File: config.mk
export PLATFORM = sky130hd
export DESIGN_NAME = sipo_frame_rx
export DESIGN_NICKNAME = d
export VERILOG_FILES = /design/src/rtl/sipo_frame_rx.sv
export SDC_FILE = /design/constraint.sdc
export NUM_CORES = 1
export LEC_CHECK = 0
export CORE_MARGIN = 4
export CORE_UTILIZATION = 55
export CTS_CLUSTER_SIZE = 30
export DETAILED_ROUTE_END_ITERATION = 8
export PLACE_DENSITY = 0.81
export SYNTH_ARGS = -nofsm -noshare
export SYNTH_HDL_FRONTEND = slang
export SYNTH_SLANG_ARGS = --single-unit
File: constraint.sdc
create_clock -name CLK -period 2.6 [get_ports CLK]
set_clock_uncertainty 0.1 [all_clocks]
set_input_delay 0.52 -clock CLK [delete_from_list [all_inputs] [get_ports CLK]]
set_output_delay 0.52 -clock CLK [all_outputs]
set_load 0.005 [all_outputs]
File: src/rtl/sipo_frame_rx.sv
// Serial-in frame receiver: start bit, DATA_W data bits LSB first, optional even parity, stop bit.
// All state moves on the falling edge of CLK. A good frame lands in a one-deep output register with a valid/ready handshake.
module sipo_frame_rx #(
  parameter int DATA_W    = 8,
  parameter int PARITY_EN = 1
) (
  input  logic              CLK,
  input  logic              RSTn,
  input  logic              Sin,
  output logic [DATA_W-1:0] Dout,
  output logic              Dvalid,
  input  logic              Dready,
  output logic              ParErr,
  output logic              FrmErr,
  output logic              Overrun,
  output logic              Busy
);

  localparam int CW = $clog2(DATA_W);

  localparam logic [1:0] IDLE   = 2'd0;
  localparam logic [1:0] DATA   = 2'd1;
  localparam logic [1:0] PARITY = 2'd2;
  localparam logic [1:0] STOP   = 2'd3;

  logic [1:0]        state;
  logic [CW-1:0]     cnt;
  logic [DATA_W-1:0] shreg;
  logic              par_bad;
  logic              good_frame;

  // A frame is good only when the stop bit is 1 and no parity fault was recorded.
  assign good_frame = (state == STOP) && Sin && !par_bad;
  assign Busy       = (state != IDLE);

  always_ff @(negedge CLK or negedge RSTn) begin
    if (!RSTn) begin
      state   <= IDLE;
      cnt     <= '0;
      shreg   <= '0;
      par_bad <= 1'b0;
    end else begin
      case (state)
        IDLE: begin
          if (!Sin) begin
            state   <= DATA;
            cnt     <= '0;
            par_bad <= 1'b0;
          end
        end
        DATA: begin
          // Right shift so the first bit received ends up at bit 0.
          shreg <= {Sin, shreg[DATA_W-1:1]};
          if (cnt == CW'(DATA_W - 1)) begin
            state <= (PARITY_EN != 0) ? PARITY : STOP;
          end else begin
            cnt <= cnt + 1'b1;
          end
        end
        PARITY: begin
          par_bad <= ^{shreg, Sin};
          state   <= STOP;
        end
        STOP: begin
          state <= IDLE;
        end
        default: begin
          state <= IDLE;
        end
      endcase
    end
  end

  always_ff @(negedge CLK or negedge RSTn) begin
    if (!RSTn) begin
      Dout    <= '0;
      Dvalid  <= 1'b0;
      ParErr  <= 1'b0;
      FrmErr  <= 1'b0;
      Overrun <= 1'b0;
    end else begin
      ParErr  <= 1'b0;
      FrmErr  <= 1'b0;
      Overrun <= 1'b0;
      if (state == STOP) begin
        if (!Sin) begin
          FrmErr <= 1'b1;
        end else if (par_bad) begin
          ParErr <= 1'b1;
        end
      end
      // A consumer handshake on the same edge frees the register for the new word.
      if (good_frame) begin
        if (!Dvalid || Dready) begin
          Dout   <= shreg;
          Dvalid <= 1'b1;
        end else begin
          Overrun <= 1'b1;
        end
      end else if (Dvalid && Dready) begin
        Dvalid <= 1'b0;
      end
    end
  end

endmodule

; ---- Yosys cells after proc, flatten, opt, wreduce, memory -nomap -nowiden
; Index checks and enable logic that the tools add are counted.
[word_totals]
wordCells = 53
inputBits = 4
ff_bits = 26
[classes]
muxes = 18
n_addsub = 1
eq_ne = 8
reduce_logical = 17
[ops]
columns = op, count
row1 = $mux W1, 11
row2 = $reduce_xor A9 Y1, 1
row3 = $pmux W2 S4, 1
row4 = $reduce_and A2 Y1, 4
row5 = $reduce_bool A2 Y1, 4
row6 = $mux W3, 2
row7 = $ne A2 B2 Y1 const B, 3
row8 = $pmux W3 S2, 1
row9 = $eq A2 B2 Y1 const B, 2
row10 = $mux W2, 2
row11 = $add A3 B1 Y3 const B, 1
row12 = $eq A3 B3 Y1 const B, 1
row13 = $logic_and A1 B1 Y1, 3
row14 = $reduce_and A3 Y1, 1
row15 = $eq A2 B1 Y1 const B, 1
row16 = $logic_not A1 Y1, 2
row17 = $logic_not A2 Y1, 1
row18 = $ne A2 B1 Y1 const B, 1
row19 = $pmux W1 S2, 1
row20 = $logic_or A1 B1 Y1, 1

; ---- Logic depth before layout (Yosys ltp)
; Gate-level depths: netlist of the first run.
[logic_depth]
depth_word = 5
mapped_depth = 7
ltp_nobuf = 6

==> out/qor.yml, run 1 <==
outcome:
  outcome: "finished, violations left"
  violations: "setup timing"
die:
  initial_utilization_pct: 58.7
  die_h_um: 54.2
  io_pins: 17
  die_area_um2: 2940
  die_w_um: 54.2
  core-area_um2: 2000
  fp-row-count: 16
critical_path:
  rr_startpoint: "state[0]"
  critical_path_peak_fanout: 2
  cp-end-kind: "primary output"
  reg2regPathDepth: 6
  path_class: "reg -> out"
  arrival_ps: 2400
  crit_required_ps: 1980
  startpoint: "state[0]"
  start_kind: "register"
logic_synthesis:
  postSynthAreaPerCell_um2: 12.6
  syn_nets: 104
  synth_cells: 93
  netlist_top_cells_area: "dfrtn_1 (55%), mux2_2 (16%), ha_1 (7.4%)"
  synth_seq_cells: 26
  yosysTopAreaCell: "dfrtn_1"
  yosys_warnings: 0
  synth_cell_types: 19
  syn_area_um2: 1180
  synth_top_cell_area_share_pct: 55.3
  seq_area_frac_synth_pct: 55.3
cts:
  cts_tree: "built"
  cts_root_buffer: "clkbuf_4"
  clockBufferDepth: 2
  cts_inserted_buffers: 3
  clock-sinks: 26
  ctsHtreeMaxLevel: 1
  clk_pin_slew_ps: 90
  cts_hold_buf: 0
  clock_latency_ps: 310
timing:
  hold_viol: 0
  slew_viol_final: 0
  grt_setup_unrepaired: "true"
  setup_violations: 13
  setup_ws_ps: -423
  relSlewSlack_pct: 75.9
  worstMarginPinSlew_ps: 358
detailed_routing:
  ant_nets: 0
  wl_per_cell_um: 15.0
  viasPerCell: 5.22
  first_iter_violations: 5
  drcViolationCount: 0
  dr.pass1.iters: 4
  wl_um: 2340
  num_vias: 815
global_route:
  grt_usage_pct: 18.7
  grt_pass1_vias: 825
  grt-ovfl-total: 0
  grt_max_degree: 27
  antenna_found_initial: 0
  grt_pass1_wl_um: 3810
power:
  ir_drop_v: 0.000725
  p_per_area_nw_per_um2: 1350
  leakage_uw: 0.000757
job:
  cap_violations: 0
worst_hold_path:
  hold_class: "reg -> reg"
  worstHoldPathCells: 1
  hold_path.startpoint: "Dout[7]"
cells_and_area:
  fillerInstances: 128
  syn_to_final_growth_pct: 31.3
  n_antenna_cell: 0
  final_nets: 141
  fin_util_pct: 77.1
  drive_gt1_share_pct: 46.5
placement:
  hpwl_um: 1590
  gp_congestion: 0.744
  io_buffers: 16
  preCtsSetupSlack_ps: -755
repair_timing:
item / in CTS / in global routing
pin swaps: 2 / 1
gates resized for setup: 71 / 2
buffers inserted: 5 / 1
gates cloned: 0 / 0
endpoints found under the setup margin: 28 / 22
kinds of logic (layout without fill, tap and decap cells):
kind of cell | count (synthesis) | in the layout | share of synthesized area (%)
muxes | 17 | 17 | 16.3
and+or+nand+nor | 20 | 20 | 8.72
DFF | 26 | 26 | 55.3
xor gates and xnor gates | 7 | 7 | 5.21
AOI/OAI and AO/OA | 10 | 10 | 4.68
buffers and inverters | 6 | 42 | 2.34
adders and majority gates | 7 | 7 | 7.45
metal layers:
layer	up-vias	share of wire [%]	track usage (%)
met3	4	4.4	3.54
met4	0	1.7	7.47
met1	403	43	23.6
li1	389	-	-
met2	19	51	31.5
met5	-	0	0
area by class of cell:
class	instances	area (um2)	share of cell area, %
clock buffer	4	36.3	2.35
multi-input combinational	61	556	36.0
tap	27	33.8	2.19
sequential	26	651	42.1
inverter	4	15.0	0.972
timing repair buffer	34	253	16.4
flip-flops by register name (all words and copies together), names as in the netlist:
signal	count
FrmErr	1
shreg	8
Dvalid	1
Dout	8
Overrun	1
ParErr	1
cnt	3
state	2
par_bad	1
cell usage in the layout, fill, tap and decap left out:
cell             netlist  layout
mux2_4                 0       8
buf_12                 0       1
clkdlybuf4s50_1        0       1
mux2_2                17       9
buf_4                  1      16
nor3_1                 3       3
ha_4                   0       1
dfrtn_1               26      26
nand2_1                6       6
nor2b_1                2       1
and3_1                 1       1
buf_8                  0       1
buf_2                  1      13
a22oi_1                2       2
clkbuf_4               0       3
o21ai_0                6       6
inv_2                  0       3
and2_1                 1       1
nor2_1                 3       3
clkbuf_8               0       1
ha_1                   7       6
a21oi_1                2       2
buf_6                  0       2
inv_1                  4       1
nor2b_4                0       1
xor2_1                 1       1
xnor2_1                6       6
nand2b_4               0       1
nand3b_1               3       3
worst max-delay path: stages (launching register included):
cell     delay (ps)
dfrtn_1         450
inv_2            60
ha_4            160
inv_2            40
buf_6            80
cell usage after synthesis, drive strengths merged:
master	count
dfrtn	26
mux2	17
ha	7
nand2	6
o21ai	6
xnor2	6
inv	4
nand3b	3
nor2	3
nor3	3
a21oi	2
a22oi	2
buf	2
nor2b	2
and2	1
and3	1
nand2b	1
xor2	1
power breakdown:
| part | internal (uW) | leakage, uW | total, uW | switching, uW |
|---|---|---|---|---|
| clock network | 85.6 | 0.0000210 | 199 | 114 |
| logic | 658 | 0.000418 | 1120 | 465 |
| registers | 610 | 0.000318 | 761 | 151 |
| total | 1350 | 0.000757 | 2080 | 730 |
final timing paths:
path	slack, ps	end
max in group asynchronous	580	FrmErr
max reg2reg	720	state[1]
max	-420	Busy
min reg2reg	360	Dout[7]
min	360	Dout[7]
min in group asynchronous	1640	state[1]
stage by stage:
| step | total power [uW] | cell area, um2 | TNS [ps] | hold WS, ps | cells |
|---|---|---|---|---|---|
| floorplan | 1400 | 1200 | -1450 | 337 | 93 |
| global placement | 1750 | 1480 | -12730 | 352 | 146 |
| detailed placement | 1820 | 1480 | -13660 | 357 | 146 |
| CTS | 2070 | 1530 | -2390 | 357 | 155 |
| global route | 2250 | 1540 | -3010 | 369 | 156 |
| finish | 2080 | 1540 | -2320 | 363 | 156 |
Note: power is estimated with default switching activity, not from simulation.
==> run 2: changes to the inputs <==
==> constraint.sdc (replaced) <==
create_clock -name CLK -period 3.5 [get_ports CLK]
set_clock_uncertainty 0.1 [all_clocks]
set_input_delay 0.7 -clock CLK [delete_from_list [all_inputs] [get_ports CLK]]
set_output_delay 0.7 -clock CLK [all_outputs]
set_load 0.005 [all_outputs]
==> run 2 against run 1 <==
Net effect:
- the flow still finishes with violations (setup timing)
- die area unchanged
- design area down 0.16%
- global-route usage down 1.1 points
- clock power about the same
- combinational power down 30%
- critical path type unchanged
- largest cell class unchanged
==> out/qor.yml, run 2 (synthesis gave the netlist of run 1 again) <==
timing:
  setup_violations: 1
  worstMarginPinSlew_ps: 426
  relSlewSlack_pct: 71.6
  hold_viol: 0
  slew_viol_final: 0
  setup_ws_ps: -143
  whs_ps: 355
  grt_setup_unrepaired: "true"
cells_and_area:
  final_nets: 141
  largest_registers: "Dout (8), shreg (8), cnt (3)"
  mostFrequentLayoutCell: "dfrtn_1"
  syn_to_final_growth_pct: 31.1
  final_cells: 156
  drive_gt1_share_pct: 43.4
  final_cell_mix: "dfrtn_1 (26), mux2_2 (16), buf_4 (16)"
  n_antenna_cell: 0
critical_path:
  critical-path-max-stage-delay_ps: 450
  crit_top_cell: "inv_2"
  start_kind: "register"
  reg2regPathDepth: 7
  crit_required_ps: 2700
  cp-end-kind: "primary output"
  critical_path_peak_fanout: 2
  arrival_ps: 2840
  crit_chain: "inv_2, ha_4, inv_2, buf_6"
  path_class: "reg -> out"
  cp_slowest_cell: "dfrtn_1"
placement:
  gp_congestion: 0.732
  hpwl_um: 1580
  place_inst: 144
  io_buffers: 16
global_route:
  grt_pass1_vias: 808
  antenna_found_initial: 0
  grt_max_degree: 27
  grt_usage_pct: 17.6
  grt_pass1_wl_um: 3550
  grt-ovfl-total: 0
cts:
  ctsHtreeMaxLevel: 1
  clockBufferDepth: 2
  clock_latency_ps: 310
  cts_inserted_buffers: 3
  cts_tree: "built"
  cts_root_buffer: "clkbuf_4"
  clock-sinks: 26
  clk_pin_slew_ps: 90
die:
  fp-row-count: 16
  initial_utilization_pct: 58.7
  io_pins: 17
  die_w_um: 54.2
  die_h_um: 54.2
  die_area_um2: 2940
  core-area_um2: 2000
job:
  cap_violations: 0
detailed_routing:
  dr.pass1.iters: 2
  wl_per_cell_um: 13.8
  viasPerCell: 5.13
  first_iter_violations: 3
  drcViolationCount: 0
  wl_um: 2160
  num_vias: 800
  ant_nets: 0
outcome:
  violations: "setup timing"
  outcome: "finished, violations left"
power:
  ir_drop_v: 0.000591
  leakage_uw: 0.000738
  p_per_area_nw_per_um2: 1000
worst_hold_path:
  worstHoldPathCells: 1
  hold_class: "reg -> reg"
## run 2: changes by cell type in the layout (fill, tap and decap cells not counted), sizes merged
cell           delta
buf               -7
clkbuf            +2
clkdlybuf4s15     +2
dlygate4sd2       +2
bufinv            +1
## run 2: timing repair
item                       in CTS  in global routing
setup endpoints to repair      24                  8
resized for setup              49                  9
pin swaps                       1                  1
setup buffers                   5                  3
hold buffers                    0                  0
## run 2: worst paths after layout
kind	startpoint	slack, ps	end
hold / removal	Dout[5]	360	Dout[5]
hold reg to reg	Dout[5]	360	Dout[5]
min in group asynchronous	RSTn	2270	Dvalid
setup reg to reg	state[0]	1270	state[1]
max in group asynchronous	RSTn	850	Dout[7]
setup / recovery	state[0]	-140	Busy
## run 2: cell type report
cell class                      count  area [um2]
Clock buffer                        3        22.5
Clock inverter                      1        30.0
Fill cell                         137         460
Inverter                            4        15.0
Multi-Input combinational cell     61         529
Sequential cell                    26         651
Tap cell                           27        33.8
Timing Repair Buffer               34         260
## run 2: where the power goes
part           internal, uW  switching, uW  leakage [uW]
registers               453            107      0.000318
logic                   461            322      0.000392
clock network           116           85.4     0.0000279
total                  1030            515      0.000738
## run 2: critical path, delay by kind of cell (launching register included)
family / cells / cell delay (ps)
flops: 1 / 450
buf+inv: 3 / 180
fa+ha+maj: 1 / 160
## run 2: stage by stage
step           setup WS [ps]  setup TNS (ps)  total power, uW  area, um2  util, %
2_1_floorplan           46.2               0             1010       1180        -
3_3_place_gp            -433           -5420             1270       1450     72.2
3_5_place_dp            -548           -6680             1310       1450     72.2
4_1_cts                 -142            -142             1540       1530     76.4
5_1_grt                 -189            -189             1670       1540     77.0
6_report                -143            -143             1540       1540     77.0
## run 2: metal layers
metal	GRT usage, %	up-vias	routed length (um)
met5	0	-	0
met4	11.2	0	65
met3	3.27	8	85
met2	30.5	19	1100
met1	19.6	382	909
li1	-	391	-
==> run 3: changes to the inputs <==
--- a/config.mk
+++ b/config.mk
@@ -6,10 +6,10 @@
 export NUM_CORES = 1
 export LEC_CHECK = 0
 export CORE_MARGIN = 4
-export CORE_UTILIZATION = 55
+export CORE_UTILIZATION = 56
 export CTS_CLUSTER_SIZE = 30
 export DETAILED_ROUTE_END_ITERATION = 8
-export PLACE_DENSITY = 0.81
+export PLACE_DENSITY = 0.82
 export SYNTH_ARGS = -nofsm -noshare
 export SYNTH_HDL_FRONTEND = slang
 export SYNTH_SLANG_ARGS = --single-unit
==> run 3 against run 2 <==
Net effect:
- the run still ends with setup timing left
- critical endpoint unchanged
- sequential share of layout area is 0.94 points lower
- global-route usage up 1.3 points
- via count is 6.8% higher
- non-clock buffer count is 4 higher
- final cell count is 2.6% higher
==> out/qor.yml, run 3 (synthesis gave the netlist of run 1 again) <==
outcome:
  outcome: "finished, violations left"
  violations: "setup timing"
die:
  initial_utilization_pct: 59.3
  die_w_um: 53.8
  core-area_um2: 1980
  die_h_um: 53.8
  fp-row-count: 16
  io_pins: 17
  die_area_um2: 2900
placement:
  hpwl_um: 1500
  gp_congestion: 0.777
  dpl-instance-area_um2: 1450
  io_buffers: 16
cts:
  cts_tree: "built"
  ctsHtreeMaxLevel: 1
  clock-sinks: 26
  cts_inserted_buffers: 3
  clockBufferDepth: 2
  cts_hold_buf: 0
  cts_root_buffer: "clkbuf_4"
  clock_latency_ps: 320
  clk_pin_slew_ps: 100
cells_and_area:
  fin_area_um2: 1580
  final_nets: 145
  drive_gt1_share_pct: 44.4
  n_antenna_cell: 0
  largest_registers: "Dout (8), shreg (8), cnt (3)"
  fin_util_pct: 79.5
  syn_to_final_growth_pct: 34.0
  final_cell_mix: "dfrtn_1 (26), buf_4 (20), mux2_2 (16)"
  mostFrequentLayoutCell: "dfrtn_1"
power:
  comb_power_share_pct: 51.6
  power.share.switching_pct: 34.5
  leakage_uw: 0.000754
  p_sw_uw: 548
  ir_drop_v: 0.000666
  p_per_area_nw_per_um2: 1010
  pwr-share-clk_pct: 13.3
  p_int_uw: 1040
  total_power_uw: 1590
  pwr-share-seq_pct: 35.1
timing:
  grt_setup_unrepaired: "true"
  relSlewSlack_pct: 71.4
  setup_ws_ps: -171
  hold_viol: 0
  setup_violations: 1
  worstMarginPinSlew_ps: 430
  slew_viol_final: 0
  fin_setup_tns_ps: -171
critical_path:
  rr_startpoint: "state[1]"
  reg2regPathDepth: 7
  cp-end-kind: "primary output"
  rr_endpoint: "state[1]"
  start_kind: "register"
  critical_path_peak_fanout: 2
  crit_required_ps: 2700
  path_class: "reg -> out"
  r2r_slack_ps: 1330
  arrival_ps: 2870
global_route:
  grt_usage_pct: 18.9
  grt_pass1_wl_um: 3800
  grt-ovfl-total: 0
  grt_pass1_vias: 845
  antenna_found_initial: 0
  grt_max_degree: 27
detailed_routing:
  viasPerCell: 5.34
  wl_um: 2390
  first_iter_violations: 16
  drcViolationCount: 0
  wl_per_cell_um: 14.9
  ant_nets: 0
  dr.pass1.iters: 4
  num_vias: 854
worst_hold_path:
  min_to: "Dout[4]"
  hold_path.startpoint: "Dout[4]"
  worstHoldPathCells: 1
  hold_class: "reg -> reg"
job:
  cap_violations: 0
[run 3: cell count changes in the layout (fill, tap and decap cells not counted)]
cell / previous run / this run
clkdlybuf4s15_1: 2 / 3
buf_4: 16 / 20
buf_2: 7 / 6
[run 3: cell type report]
type,instances,area (um2)
Sequential cell,26,651
Multi-Input combinational cell,61,529
Fill cell,125,405
Timing Repair Buffer,38,295
Tap cell,27,33.8
Clock inverter,1,30.0
Clock buffer,3,22.5
Inverter,4,15.0
[run 3: critical path: stages (launching register included)]
cell	delay, ps
dfrtn_1	450
inv_2	60
ha_4	160
inv_2	50
buf_6	80
[run 3: per-layer routing]
| metal | track usage [%] | share of wire (%) | wire, um |
|---|---|---|---|
| met1 | 21.9 | 42 | 998 |
| met2 | 32.3 | 51 | 1210 |
| met3 | 3.32 | 4.9 | 117 |
| met4 | 11.1 | 2.6 | 63 |
| met5 | 0 | 0 | 0 |
[run 3: power groups by stage]
stage          clock [uW]  combinational, uW  sequential, uW
6_report              210                820             558
5_1_grt               219                918             578
4_1_cts               210                784             556
3_5_place_dp            0                763             562
3_3_place_gp            0                719             552
2_1_floorplan           0                466             548
[run 3: how the worst max path moves through the flow]
stage / startpoint / to / slack (ps) / depth (start not counted)
6_report: state[1] / Busy / -170 / 4
3_3_place_gp: Sin / Dout[7] / -420 / 5
5_1_grt: state[1] / Busy / -200 / 4
4_1_cts: state[0] / Busy / -160 / 4
2_1_floorplan: Dready / Dout[0] / 50 / 4
3_5_place_dp: Sin / Dout[1] / -500 / 5
[run 3: stage by stage]
| stage | instances | hold WS, ps | setup WS, ps |
|---|---|---|---|
| 3_5_place_dp | 145 | 355 | -499 |
| 6_report | 160 | 354 | -171 |
| 4_1_cts | 157 | 358 | -162 |
| 2_1_floorplan | 93 | 337 | 46.2 |
| 3_3_place_gp | 145 | 352 | -416 |
| 5_1_grt | 160 | 378 | -197 |
[run 3: repair_timing]
action                                  4_1_cts  5_1_grt
setup buffers                                 8        3
endpoints found under the setup margin       24        8
pin swaps                                     1        1
gates resized for setup                      45       11
==> RTL change 1, RTL diff (config.mk and constraints of run 3) <==
The parameter `PARITY_EN` goes from 1 to 0.
--- a/src/rtl/sipo_frame_rx.sv
+++ b/src/rtl/sipo_frame_rx.sv
@@ -2,7 +2,7 @@
 // All state moves on the falling edge of CLK. A good frame lands in a one-deep output register with a valid/ready handshake.
 module sipo_frame_rx #(
   parameter int DATA_W    = 8,
-  parameter int PARITY_EN = 1
+  parameter int PARITY_EN = 0
 ) (
   input  logic              CLK,
   input  logic              RSTn,
Function: same outputs for any inputs over 10 cycles, from zero or initial values and one cycle with RSTn low; that may be too few to reach the edited logic, so the function may still have changed.
==> RTL change 1 against run 3 <==
  * The run still ends with negative setup slack left
  * Sequential cell count is the same
  * Clock power fell by 2%
  * Largest cell class unchanged
  * First-iteration DRC count is 81% lower
  * Total power is 7.6% lower
  * Utilization down 4.0 points
  * Wire length down 14%
  * Count of clock-buffer cells in the layout stayed put
  * Worst setup slack gained 0.0020 ns
  * Critical path depth stayed put
  * Area after synthesis is 1.2% lower
  * Final area down 6.0%
  * Largest power group unchanged
==> RTL change 1: results (changes against run 3) <==
Pwr
  • Leak Pwr: 0.716 nW (was 0.754 nW)
  • P_clk: 205 µW (was 210 µW)
  • Internal power: 979 µW (was 1.04 mW)
  • Clock power share: 0.140 (was 0.133)
  • P_comb: 713 µW (was 820 µW)

Timing
  • Final setup vio count: 1 (unchanged)
  • Headroom to the max-slew limit: 0.703 (was 0.714)
  • Final WS setup: -0.169 ns (was -0.171 ns)

Logic synthesis
  • Synth Instances: 92 (was 93)
  • Post-synth top cells: dfrtn_1 (26), mux2_2 (17), nand2_1 (7), o21ai_0 (7) (was dfrtn_1 (26), mux2_2 (17), ha_1 (7))
  • Largest cells by area after synthesis: dfrtn_1 (56%), mux2_2 (16%), ha_1 (6.5%) (was dfrtn_1 (55%), mux2_2 (16%), ha_1 (7.4%))
  • Compound-Gate Fraction of Synth Area: 0.0474 (was 0.0468)
  • Mux share of post-synthesis cell area: 0.165 (was 0.163)
  • Post-synthesis adder-cell area fraction: 0.0646 (was 0.0745)
  • Sequential share of the synthesized area: 0.560 (was 0.553)
  • Syn_nets: 102 (was 104)

Drt
  • Vias per cell: 5.10 (was 5.34)
  • Met2 Routed Length: 1.05 mm (was 1.21 mm)
  • Initial drt markers: 3 (was 16)
  • Metal1 wirelength: 897 µm (was 998 µm)
  • Met3 routed WL: 88 µm (was 117 µm)
  • First-pass DRT Iterations: 3 (was 4)
  • Routed WL: 2.06 mm (was 2.39 mm)

Place
  • Number of placed instances, taps included: 143 (was 145)
  • Dpl hpwl: 1.44 mm (was 1.50 mm)

Global route
  • Met3 usage: 0.0194 (was 0.0332)
  • Tot GR Track Use: 0.168 (was 0.189)
  • Number of global-route vias before repair: 827 (was 845)
  • Global-route met2 utilization: 0.306 (was 0.323)
  • Met1 Resource Use GR: 0.201 (was 0.219)
  • First-pass GRT wire length: 3.47 mm (was 3.80 mm)

Final layout
  • Final Net Count: 135 (was 145)
  • FILL cells: 135 (was 125)
  • Share of layout cells above drive strength 1: 0.435 (was 0.444)

Clocking
  • Max Root-Sink Buffers: 2 (unchanged)
  • CTS resizes: 55 (was 45)

Outcome
  • Status: finished with violations (unchanged)
  • Failing checks: negative setup slack (unchanged)

Critical path
  • Reg-to-reg startpoint: state[0] (was state[1])
  • R2R cell count: 5 (was 7)
  • Flop-to-flop setup slack: 1.46 ns (was 1.33 ns)

Min path
  • Hold Path End: Dout[1] (was Dout[4])
  • Hold Crit Start: Dout[1] (was Dout[4])
## RTL change 1: cell types whose count changed in the layout (fill, tap and decap cells not counted), sizes merged
cell / before / now
buf: 29 / 23
clkdlybuf4s15: 3 / 0
a21oi: 2 / 1
clkbuf: 6 / 7
ha: 7 / 6
nand2: 6 / 7
nor3: 3 / 2
o21ai: 6 / 7
## RTL change 1: metrics by stage
stage                     area [µm²]  TNS [ns]  hold WS [ns]  setup slack (ns)
after global routing            1480    -0.222         0.375            -0.222
final                           1480    -0.169         0.352            -0.169
after global placement          1430     -5.34         0.352            -0.429
after floorplan                 1160         0         0.337            0.0462
after CTS                       1490    -0.155         0.358            -0.155
after detailed placement        1430     -5.83         0.355            -0.474
## RTL change 1: cell type report
type,count,area share
clock inverter,1,0.0203
inverter,4,0.0101
sequential,26,0.439
multi-input combinational,60,0.348
timing repair buffer,30,0.144
clock buffer,3,0.0152
tap,27,0.0228
==> RTL change 2, RTL diff (flow settings as in run 3) <==
Without the edit above. Make the reset (`RSTn`) synchronous in 2 clocked blocks.
--- a/src/rtl/sipo_frame_rx.sv
+++ b/src/rtl/sipo_frame_rx.sv
@@ -33,7 +33,7 @@
   assign good_frame = (state == STOP) && Sin && !par_bad;
   assign Busy       = (state != IDLE);
 
-  always_ff @(negedge CLK or negedge RSTn) begin
+  always_ff @(negedge CLK) begin
     if (!RSTn) begin
       state   <= IDLE;
       cnt     <= '0;
@@ -71,7 +71,7 @@
     end
   end
 
-  always_ff @(negedge CLK or negedge RSTn) begin
+  always_ff @(negedge CLK) begin
     if (!RSTn) begin
       Dout    <= '0;
       Dvalid  <= 1'b0;
Formal check against the unedited RTL: differs if RSTn is asserted again (counterexample within 4 cycles, from zero or initial values and one cycle with RSTn low); with RSTn held inactive, the same outputs for 10 cycles.
==> RTL change 2 against run 3 <==
  * The run still ends with negative setup slack left
  * Area after synthesis shrank 0.43%
  * Largest cell class is now multi-input gates
  * Highest routed layer unchanged
  * Critical path depth did not move
  * Final area down 1.0%
  * Sequential cell count unchanged
  * Count of clock-buffer cells in the layout stayed put
  * Synthesized cell count increased by 20%
  * Wire length is 0.92% lower
  * Worst setup slack better by 0.033 ns
Power is not compared: it rests on default switching activity, and its combinational part moved more than twofold at a synthesized area within 25%.
==> RTL change 2: results (changes against run 3) <==
Drt
  • Initial drt markers: 7 (was 16)
  • Per-cell routed wire length: 12.2 µm (was 14.9 µm)
  • Vias per cell: 5.01 (was 5.34)
  • Total number of vias: 971 (was 854)

Critical path
  • Cell at the slowest stage of the critical path: dfxtp_2 (was dfrtn_1)
  • WP data arrival: 2.84 ns (was 2.87 ns)
  • Max stage delay on crit path: 0.34 ns (was 0.45 ns)
  • Delay-heaviest family, CP: flip-flops (unchanged)
  • Worst setup startpoint: state[0] (was state[1])
  • Reg-to-reg startpoint: state[1] (unchanged)

Final layout
  • FILL cells: 137 (was 125)
  • Final Net Count: 179 (was 145)
  • Share of layout cells above drive strength 1: 0.246 (was 0.444)

Logic synthesis
  • Syn_nets: 123 (was 104)
  • Syn avg cell area: 10.5 µm² (was 12.6 µm²)
  • Compound-Gate Fraction of Synth Area: 0.0609 (was 0.0468)
  • Post-synth top cells: dfxtp_1 (26), nor2b_1 (19), mux2i_1 (17) (was dfrtn_1 (26), mux2_2 (17), ha_1 (7))
  • Mux share of post-synthesis cell area: 0.145 (was 0.163)
  • Distinct cells, synth: 25 (was 19)
  • Synth Area in XOR/XNOR: 0.0705 (was 0.0521)
  • Largest cells by area after synthesis: dfxtp_1 (44%), mux2i_1 (15%), nor2b_1 (10%) (was dfrtn_1 (55%), mux2_2 (16%), ha_1 (7.4%))

Timing
  • Final WS setup: -0.138 ns (was -0.171 ns)
  • Final setup vio count: 1 (unchanged)

Place
  • Dpl hpwl: 1.49 mm (was 1.50 mm)
  • Global placer's final weighted congestion: 0.795 (was 0.777)
  • Post-DP Area: 1460 µm² (was 1450 µm²)
  • Number of placed instances, taps included: 165 (was 145)

Min path
  • Hold Crit Start: par_bad (was Dout[4])

Clocking
  • Clock transition at path regs: 0.06 ns (was 0.10 ns)
  • Clock Latency Late Sink: 0.40 ns (was 0.32 ns)

Global route
  • Number of global-route vias before repair: 1004 (was 845)
  • First-pass GRT wire length: 4.12 mm (was 3.80 mm)
  • Tot GR Track Use: 0.197 (was 0.189)

Outcome
  • Failing checks: negative setup slack (unchanged)
  • Status: finished with violations (unchanged)
[RTL change 2: cell count changes in the layout (fill, tap and decap cells not counted), moves of 4 or more]
cell / change
nor2b_1: +17
clkbuf_2: +4
mux2i_1: +17
buf_4: -6
mux2_2: -16
dfxtp_1: +21
dfrtn_1: -26
dfxtp_2: +5
inv_1: +27
o21ai_0: -6
[RTL change 2: layer usage]
layer	GRT usage	share of wire	vias up
li1	-	-	487
met1	0.224	0.44	459
met2	0.317	0.51	23
met3	0.0665	0.044	2
met4	0.119	0.0063	0
met5	0	0	-
[RTL change 2: repair_timing]
| action | CTS | global route |
|---|---|---|
| setup buffers | 0 | 0 |
| hold buffers | 0 | 0 |
| pin swaps | 1 | 0 |
| cloned | 0 | 0 |
| setup endpoints to repair | 23 | 17 |
| gates resized for setup | 39 | 18 |
[RTL change 2: final timing paths]
path / endpoint / slack (ns) / depth (start not counted)
worst max-delay path: Busy / -0.14 / 4
worst min-delay path: ParErr / 0.35 / 2
worst max register to register: state[1] / 1.42 / 7
worst min register to register: ParErr / 0.35 / 2
[RTL change 2: final cells by class]
cell class / count / area (µm²) / area share
Clock buffer: 3 / 22.5 / 0.0144
Timing Repair Buffer: 31 / 226 / 0.145
Multi-Input combinational cell: 75 / 626 / 0.401
Sequential cell: 26 / 527 / 0.338
Tap cell: 27 / 33.8 / 0.0217
Clock inverter: 27 / 104 / 0.0666
Inverter: 5 / 21.3 / 0.0136
[RTL change 2: stage by stage]
stage	setup TNS [ns]	total power [mW]
after global placement	-5.75	0.706
after detailed placement	-7.00	0.718
after global routing	-0.183	1.05
after floorplan	0	0.583
final	-0.138	0.966
after CTS	-0.139	0.941
[RTL change 2: worst min-delay path, cell delays in order (launching register included)]
cell and delay (ns):
dfxtp_1 0.33, nand2_1 0.07, nor2_1 0.03
